**config.mk**
```make
export PLATFORM = sky130hd
export DESIGN_NAME = serial_adder
export DESIGN_NICKNAME = d
export VERILOG_FILES = /design/src/rtl/serial_adder.sv
export SDC_FILE = /design/constraint.sdc
export NUM_CORES = 1
export LEC_CHECK = 0
export ABC_CLOCK_PERIOD_IN_PS = 3450
export CAP_MARGIN = 20
export CORE_ASPECT_RATIO = 2
export CORE_MARGIN = 1.5
export CORE_UTILIZATION = 50
export CTS_CLUSTER_DIAMETER = 80
export CTS_CLUSTER_SIZE = 10
export DETAILED_ROUTE_END_ITERATION = 8
export GPL_ROUTABILITY_DRIVEN = 0
export PLACE_DENSITY = 0.77
export SLEW_MARGIN = 10
export SYNTH_ARGS = -nofsm -noshare
export SYNTH_HDL_FRONTEND = slang
export SYNTH_SLANG_ARGS = --single-unit
export TNS_END_PERCENT = 1
```
**constraint.sdc**
```tcl
create_clock -name clk -period 3.45 [get_ports clk]
set_input_delay 0.345 -clock clk [delete_from_list [all_inputs] [get_ports clk]]
set_output_delay 0.345 -clock clk [all_outputs]
set_load 0.01 [all_outputs]
```
**src/rtl/serial_adder.sv**
```systemverilog
// ---------------------------------------------------------------------------
// serial_adder
//   Bit-serial adder built from two half adders plus an OR gate (one full-adder
//   cell) with a carry flip-flop closing the loop. Operands are captured on an
//   accepted start and summed one bit per clock, LSB first. The registered
//   result and carry-out are published together with a one-cycle done pulse.
//
// Parameters
//   WIDTH  operand/result width in bits (2..32)
//
// Ports
//   clk    rising-edge clock
//   rst    synchronous, active-high reset
//   start  request, only sampled in IDLE or DONE
//   sub    (SERIAL_ADDER_SUB_EN only) 1 = compute a - b
//   a, b   operands, captured on an accepted start
//   busy   high in LOAD and SHIFT
//   done   one-cycle pulse, sum/cout valid
//   sum    registered result, held until the next completion
//   cout   registered carry-out of the MSB (for subtract: 1 = no borrow)
//
// Configuration
//   SERIAL_ADDER_SUB_EN  when defined, adds the sub port; b is inverted and the
//                        carry starts at 1 so the datapath computes a - b.
// ---------------------------------------------------------------------------
module serial_adder #(
  parameter int WIDTH = 8
) (
  input  logic             clk,
  input  logic             rst,
  input  logic             start,
`ifdef SERIAL_ADDER_SUB_EN
  input  logic             sub,
`endif
  input  logic [WIDTH-1:0] a,
  input  logic [WIDTH-1:0] b,
  output logic             busy,
  output logic             done,
  output logic [WIDTH-1:0] sum,
  output logic             cout
);

  // Counter must reach WIDTH-1; one extra value of headroom keeps the
  // increment on the final shift from wrapping.
  localparam int CW = $clog2(WIDTH + 1);

  typedef enum logic [1:0] {
    IDLE,
    LOAD,
    SHIFT,
    DONE
  } state_t;

  state_t           state_q, state_d;
  logic [WIDTH-1:0] aShift_q, aShift_d;
  logic [WIDTH-1:0] bShift_q, bShift_d;
  logic [WIDTH-1:0] resShift_q, resShift_d;
  logic             carry_q, carry_d;
  logic [CW-1:0]    cnt_q, cnt_d;
  logic [WIDTH-1:0] sum_q, sum_d;
  logic             cout_q, cout_d;

  logic [WIDTH-1:0] bCapture;
  logic             carryInit;
  logic             ha0Sum, ha0Carry, ha1Sum, ha1Carry, carryNext;

  // Operand conditioning at capture time. Subtraction is a + ~b + 1, so the
  // inversion and the +1 (carry seed) are applied once when the operands load.
`ifdef SERIAL_ADDER_SUB_EN
  assign bCapture  = sub ? ~b : b;
  assign carryInit = sub;
`else
  assign bCapture  = b;
  assign carryInit = 1'b0;
`endif

  // Full-adder cell: first half adder on the operand bits, second half adder
  // folds in the stored carry, OR merges the two partial carries.
  assign ha0Sum    = aShift_q[0] ^ bShift_q[0];
  assign ha0Carry  = aShift_q[0] & bShift_q[0];
  assign ha1Sum    = ha0Sum ^ carry_q;
  assign ha1Carry  = ha0Sum & carry_q;
  assign carryNext = ha0Carry | ha1Carry;

  // State and datapath registers; reset discards any in-flight addition.
  always_ff @(posedge clk) begin
    if (rst) begin
      state_q    <= IDLE;
      aShift_q   <= '0;
      bShift_q   <= '0;
      resShift_q <= '0;
      carry_q    <= 1'b0;
      cnt_q      <= '0;
      sum_q      <= '0;
      cout_q     <= 1'b0;
    end else begin
      state_q    <= state_d;
      aShift_q   <= aShift_d;
      bShift_q   <= bShift_d;
      resShift_q <= resShift_d;
      carry_q    <= carry_d;
      cnt_q      <= cnt_d;
      sum_q      <= sum_d;
      cout_q     <= cout_d;
    end
  end

  // Next-state and datapath updates. start is honoured in IDLE and DONE only,
  // so a start held through DONE chains straight into the next LOAD.
  always_comb begin
    state_d    = state_q;
    aShift_d   = aShift_q;
    bShift_d   = bShift_q;
    resShift_d = resShift_q;
    carry_d    = carry_q;
    cnt_d      = cnt_q;
    sum_d      = sum_q;
    cout_d     = cout_q;

    case (state_q)
      IDLE, DONE: begin
        if (start) begin
          aShift_d = a;
          bShift_d = bCapture;
          carry_d  = carryInit;
          cnt_d    = '0;
          state_d  = LOAD;
        end else begin
          state_d  = IDLE;
        end
      end

      LOAD: begin
        state_d = SHIFT;
      end

      SHIFT: begin
        aShift_d   = aShift_q >> 1;
        bShift_d   = bShift_q >> 1;
        resShift_d = {ha1Sum, resShift_q[WIDTH-1:1]};
        carry_d    = carryNext;
        cnt_d      = cnt_q + CW'(1);
        // Last bit: publish the fully shifted result, including this bit.
        if (cnt_q == CW'(WIDTH - 1)) begin
          state_d = DONE;
          sum_d   = {ha1Sum, resShift_q[WIDTH-1:1]};
          cout_d  = carryNext;
        end
      end

      default: begin
        state_d = IDLE;
      end
    endcase
  end

  assign busy = (state_q == LOAD) || (state_q == SHIFT);
  assign done = (state_q == DONE);
  assign sum  = sum_q;
  assign cout = cout_q;

endmodule

```
After elaboration in Yosys (flattened, before gate mapping)
Index checks and enable logic that the tools add are counted.
{"block": "totals", "ff_bits": 40, "elab_cells": 37}
{"block": "classes", "n_reduce_logical": 6, "bitwise": 5, "addsub": 1, "n_eq_ne": 6, "n_mux": 11}
{"op": "$pmux 8 s2", "count": 2}
{"op": "$mux 8", "count": 2}
{"op": "$pmux 4 s2", "count": 1}
{"op": "$pmux 2 s3", "count": 1}
{"op": "$add 4x1->4 const B", "count": 1}
{"op": "$eq 2x2->1 const B", "count": 2}
{"op": "$eq 4x3->1 const B", "count": 1}
{"op": "$mux 4", "count": 1}
{"op": "$ne 2x2->1 const B", "count": 2}
{"op": "$reduce_and 2->1", "count": 2}
{"op": "$and 1x1->1", "count": 2}
{"op": "$eq 2x1->1 const B", "count": 1}
{"op": "$logic_not 2->1", "count": 1}
{"op": "$mux 1", "count": 2}
{"op": "$mux 2", "count": 1}
{"op": "$pmux 1 s2", "count": 1}
{"op": "$reduce_bool 2->1", "count": 1}
{"op": "$reduce_or 2->1", "count": 1}
{"op": "$xor 1x1->1", "count": 2}
{"op": "$logic_or 1x1->1", "count": 1}
{"op": "$or 1x1->1", "count": 1}

Longest topological paths before layout
{"block": "depth", "depth_word": 4, "depth_mapped": 7, "depth_no_buf": 5}

Worst setup path after synthesis
Ideal clock, no wire load.
{"block": "synth_path", "path_type": "reg-to-reg", "start": "register state_q[0]", "end": "register cnt_q[3]", "arrival_time_ns": 1.579, "path_slack_ns": 1.797, "setup_time_ns": 0.074, "path_stages_with_launch": 6, "path_cell_list": "dfxtp_1 -> inv_1 -> ha_1 -> mux2i_1 -> or4b_1 -> a31oi_1"}
{"block": "synth_via", "elab_chain_len": 4}
{"item": "start: declaration", "line_no": "54", "source": "state_t state_q, state_d;"}
{"item": "start signal: assignment", "line_no": "97", "source": "state_q <= state_d;"}
{"item": "$eq 2x2->1 / $logic_not 2->1 (equally long branches)", "line_no": "120", "source": "case (state_q)"}
{"item": "$reduce_or 2->1", "line_no": "120"}
{"item": "$ne 2x2->1 (no source line) / $reduce_bool 2->1 (equally long branches)"}
{"item": "$reduce_and 2->1 (no source line)"}
{"item": "end signal: assignment", "line_no": "102", "source": "cnt_q <= cnt_d;"}
{"item": "end: declaration", "line_no": "59", "source": "logic [CW-1:0] cnt_q, cnt_d;"}
Parallel ways exist; a longest one is shown, timed or not.
A chain may end at the register's enable or synchronous reset.

Worst setup path in the final report
{"block": "layout_path", "start": "register state_q[0]", "end": "output port busy"}
{"block": "layout_via", "elab_chain_len": 2}
{"item": "$eq 2x1->1 / $eq 2x2->1 (equally long branches)", "line_no": "157", "source": "assign busy = (state_q == LOAD) || (state_q == SHIFT);"}
{"item": "$logic_or 1x1->1 *", "line_no": "157"}
{"item": "end: declaration", "line_no": "37", "source": "output logic busy,"}
Every way passes the cells marked *; elsewhere a longest branch is shown, timed or not.

==> parameters.txt <==
Parameter                              Value

STA
  Worst clock skew    0.003690 ns
  Count of final setup violators    0
  Part of the cycle the worst path needs    0.5920
  Relative max-transition margin    0.6170
  Setup TNS Final    0 ns
  Post-layout minimum cycle time    2.043 ns
  Highest Clock Rate    0.4896 GHz
  Count of pins over their slew limit    0
  Slew at the pin with the worst max-slew slack    0.5585 ns
  Hold violation total from the final report    0
  Setup repair after global routing missed its margin    false

Critical path
  WP data arrival    1.70 ns
  Worst path required time    3.11 ns
  Cell repeated most along the worst path    sky130_fd_sc_hd__inv_1
  Critical path endpoint    busy
  Origin of the worst setup path    state_q[0]
  Highest fanout seen on the critical path    5
  Highest cell delay on the worst timing path    0.53 ns
  Nature of the critical path startpoint    register
  FF-to-FF Start    state_q[0]
  Critical path depth in cells    4
  Terminus of the critical flop-to-flop path    cnt_q[3]
  Worst path buffer plus inverter count    3
  Slowest CP cell    sky130_fd_sc_hd__clkdlybuf4s50_1
  Dominant delay contributor by cell family on the critical path    buffers and inverters
  Worst Setup Path Type    register to output pin
  CP Cell Sequence    inv_1, ha_1, inv_1, clkdlybuf4s50_1
  Worst reg2reg path depth    5
  Type of element capturing the critical path    output pin
  Register-to-Register Setup Slack    1.51 ns

Logic synthesis
  Mapped Area    1620 µm²
  Post-synth top area share    0.4819
  Distinct cell type count of the synthesized netlist    25
  Syn_area_per_cell    9.366 µm²
  Library cell occupying the most area in the post-synthesis netlist    sky130_fd_sc_hd__dfxtp_1
  Sequential cell area fraction in the yosys report    0.4819
  Post-synthesis net count    196
  Cells after Synth    173
  Warning count from the yosys run    0
  Biggest area contributors in the synthesized netlist    sky130_fd_sc_hd__dfxtp_1 (48%), sky130_fd_sc_hd__mux2i_1 (14%), sky130_fd_sc_hd__a211oi_1 (6.5%)
  Seq cells post-synth    39

Power and ir drop
  Static Leak    0.7268 nW
  Gate power share    0.269
  Switching power share of the total    0.2877
  Worst voltage drop across the vdd grid    0.0004328 V
  Net load switching power    0.3976 mW
  Seq pwr share    0.413
  Internal power    0.9846 mW
  Power density over cell area    675.7 nW/µm²
  Clock share of power    0.318

Detailed routing
  Total met3 wirelength after detailed routing    117 µm
  Top layer reached by signal wires    met4
  Wl on met1    1.199 mm
  Post-detailed-route DRC marker count    0
  Detailed Route Iter0 Violations    17
  Via Count    1,305
  Number of iterations in the first detailed-routing pass    4
  DR WL met2    1.699 mm
  Via count normalized by instance count    5.649
  Total length of routed wires    3.082 mm
  Detail Route Antenna Nets    0
  Post-DR wirelength/cell    13.34 µm

CTS
  Sink count of the clock tree    39
  Post-CTS clock slew at the launch and capture registers of the worst setup and hold paths    0.07 ns
  Inserted Clock Buffers    5
  H-tree levels    2
  Root buffer cell    sky130_fd_sc_hd__clkbuf_8
  Cts hold-fix bufs    0
  Count of cells resized by post-cts repair    0
  # Post-CTS Setup Buffers    0
  Clock tree from TritonCTS    yes
  Insertion delay of the later-clocked pin in the worst-skew pair    0.29 ns
  Longest Clk Path Bufs    2

Cells and area
  Total non-filler cell area in the finished layout    2046 µm²
  Antenna diodes    0
  Register cell area after layout    780.7 µm²
  Area growth from synthesis to layout    26.25%
  Area used by multi-input combinational logic    780.7 µm²
  Most used cells in the layout excluding fill and tap cells    sky130_fd_sc_hd__dfxtp_1 (39), sky130_fd_sc_hd__clkdlybuf4s50_1 (29), sky130_fd_sc_hd__nor2_1 (23)
  Final net count    222
  Share of cells above drive strength 1    0.05500
  Commonest non-fill, non-tap cell in the layout    sky130_fd_sc_hd__dfxtp_1
  FILL cells    267

Run status
  Status    finished, final reports clean

Die
  Vert. Die Dim    83.51 µm
  Number of top-level design ports    30
  Core Footprint    3120 µm²
  Horiz. Die Dim    43.25 µm
  Cell Rows    29
  Starting Density    0.5192
  Die area    3612 µm²

Job
  # Max-Cap Violations    0

Global routing
  Via count of the first global-routing pass    1,314
  Tot GR Track Use    0.1958
  First-pass GRT wire length    5.492 mm
  Number of antenna violations at the first check in global routing    0
  Pin count of the biggest net entering global routing    40
  Overflow left after global routing    0

Place
  Total placed instance area    1913 µm²
  Final HPWL from detailed placement    2.191 mm
  Buffers added on ports    29

Hold path
  Tightest Hold Check Type    register to register
synth_stat cells, drive strengths merged:
library cell and instances:
nand3b 4, and4b 1, nand2 22, dfxtp 39
clkbuf 6, a31oi 1, a211oi 14, ha 3
nand4b 2, nor2b 1, or2b 1, buf 6
a311oi 1, or4b 1, a32oi 2, fa 1
o21ai 1, a21oi 15, mux2 1, nand3 3
mux2i 22, inv 2, nor2 23, a21o 1
tightest hold or removal path: cells and delay by family, from the launching register on:
| kind | cells | cell delay, ns |
|---|---|---|
| flip-flops | 1 | 0.31 |
| AO/OA/AOI/OAI | 1 | 0.05 |
| AND/OR/NAND/NOR | 1 | 0.05 |
flip-flops by register name (all words and copies together) (netlist names):
register and count:
aShift_q 8, bShift_q 8, carry_q 1, cnt_q 4, cout 1, resShift_q 7
state_q 2, sum 8
how the worst min path moves through the flow:
stage / depth (start not counted) / to / start / slack (ns)
after floorplan: 2 / sum[0] / resShift_q[1] / 0.43
after global placement: 2 / sum[2] / sum[2] / 0.44
after detailed placement: 2 / sum[2] / sum[2] / 0.45
after CTS: 2 / sum[2] / sum[2] / 0.46
after global routing: 2 / sum[6] / sum[6] / 0.49
final: 2 / cout / cout / 0.46
power groups by stage:
stage	logic, mW	registers, mW	clock network, mW
floorplan	0.295	0.567	0
global placement	0.358	0.577	0
detailed placement	0.372	0.582	0
CTS	0.375	0.572	0.447
global route	0.416	0.579	0.467
finish	0.371	0.571	0.440
layer usage:
metal,track usage,up-vias
li1,-,656
met5,0,-
met1,0.2121,613
met2,0.3351,30
met4,0.09917,0
met3,0.04978,6
metrics by stage:
step	hold slack [ns]	util	cells	worst slack [ns]	power, mW
2_1_floorplan	0.4312	-	173	1.797	0.8626
3_3_place_gp	0.4428	0.6131	223	1.641	0.9348
3_5_place_dp	0.4490	0.6131	223	1.547	0.9544
4_1_cts	0.4593	0.6556	231	1.404	1.394
5_1_grt	0.4873	0.6556	231	1.339	1.462
6_report	0.4571	0.6556	231	1.407	1.382
layout make-up:
| class | count | share of cell area |
|---|---|---|
| clock buffers | 6 | 0.03547 |
| clock inverters | 2 | 0.02936 |
| inverters | 2 | 0.003670 |
| multi-input cells | 120 | 0.3817 |
| flip-flops and latches | 39 | 0.3817 |
| well taps | 31 | 0.01896 |
| repair buffers | 31 | 0.1492 |
cell families (layout without fill, tap and decap cells):
| family | Yosys count | in the layout | share of synthesized area |
|---|---|---|---|
| AO/OA/AOI/OAI | 35 | 35 | 0.1398 |
| adder cells (fa/ha/maj) | 4 | 4 | 0.03552 |
| buffers and inverters | 14 | 41 | 0.03629 |
| flip-flops | 39 | 39 | 0.4819 |
| multiplexers | 23 | 23 | 0.1429 |
| AND/OR/NAND/NOR | 58 | 58 | 0.1637 |
Note: power is estimated with default switching activity, not from simulation.
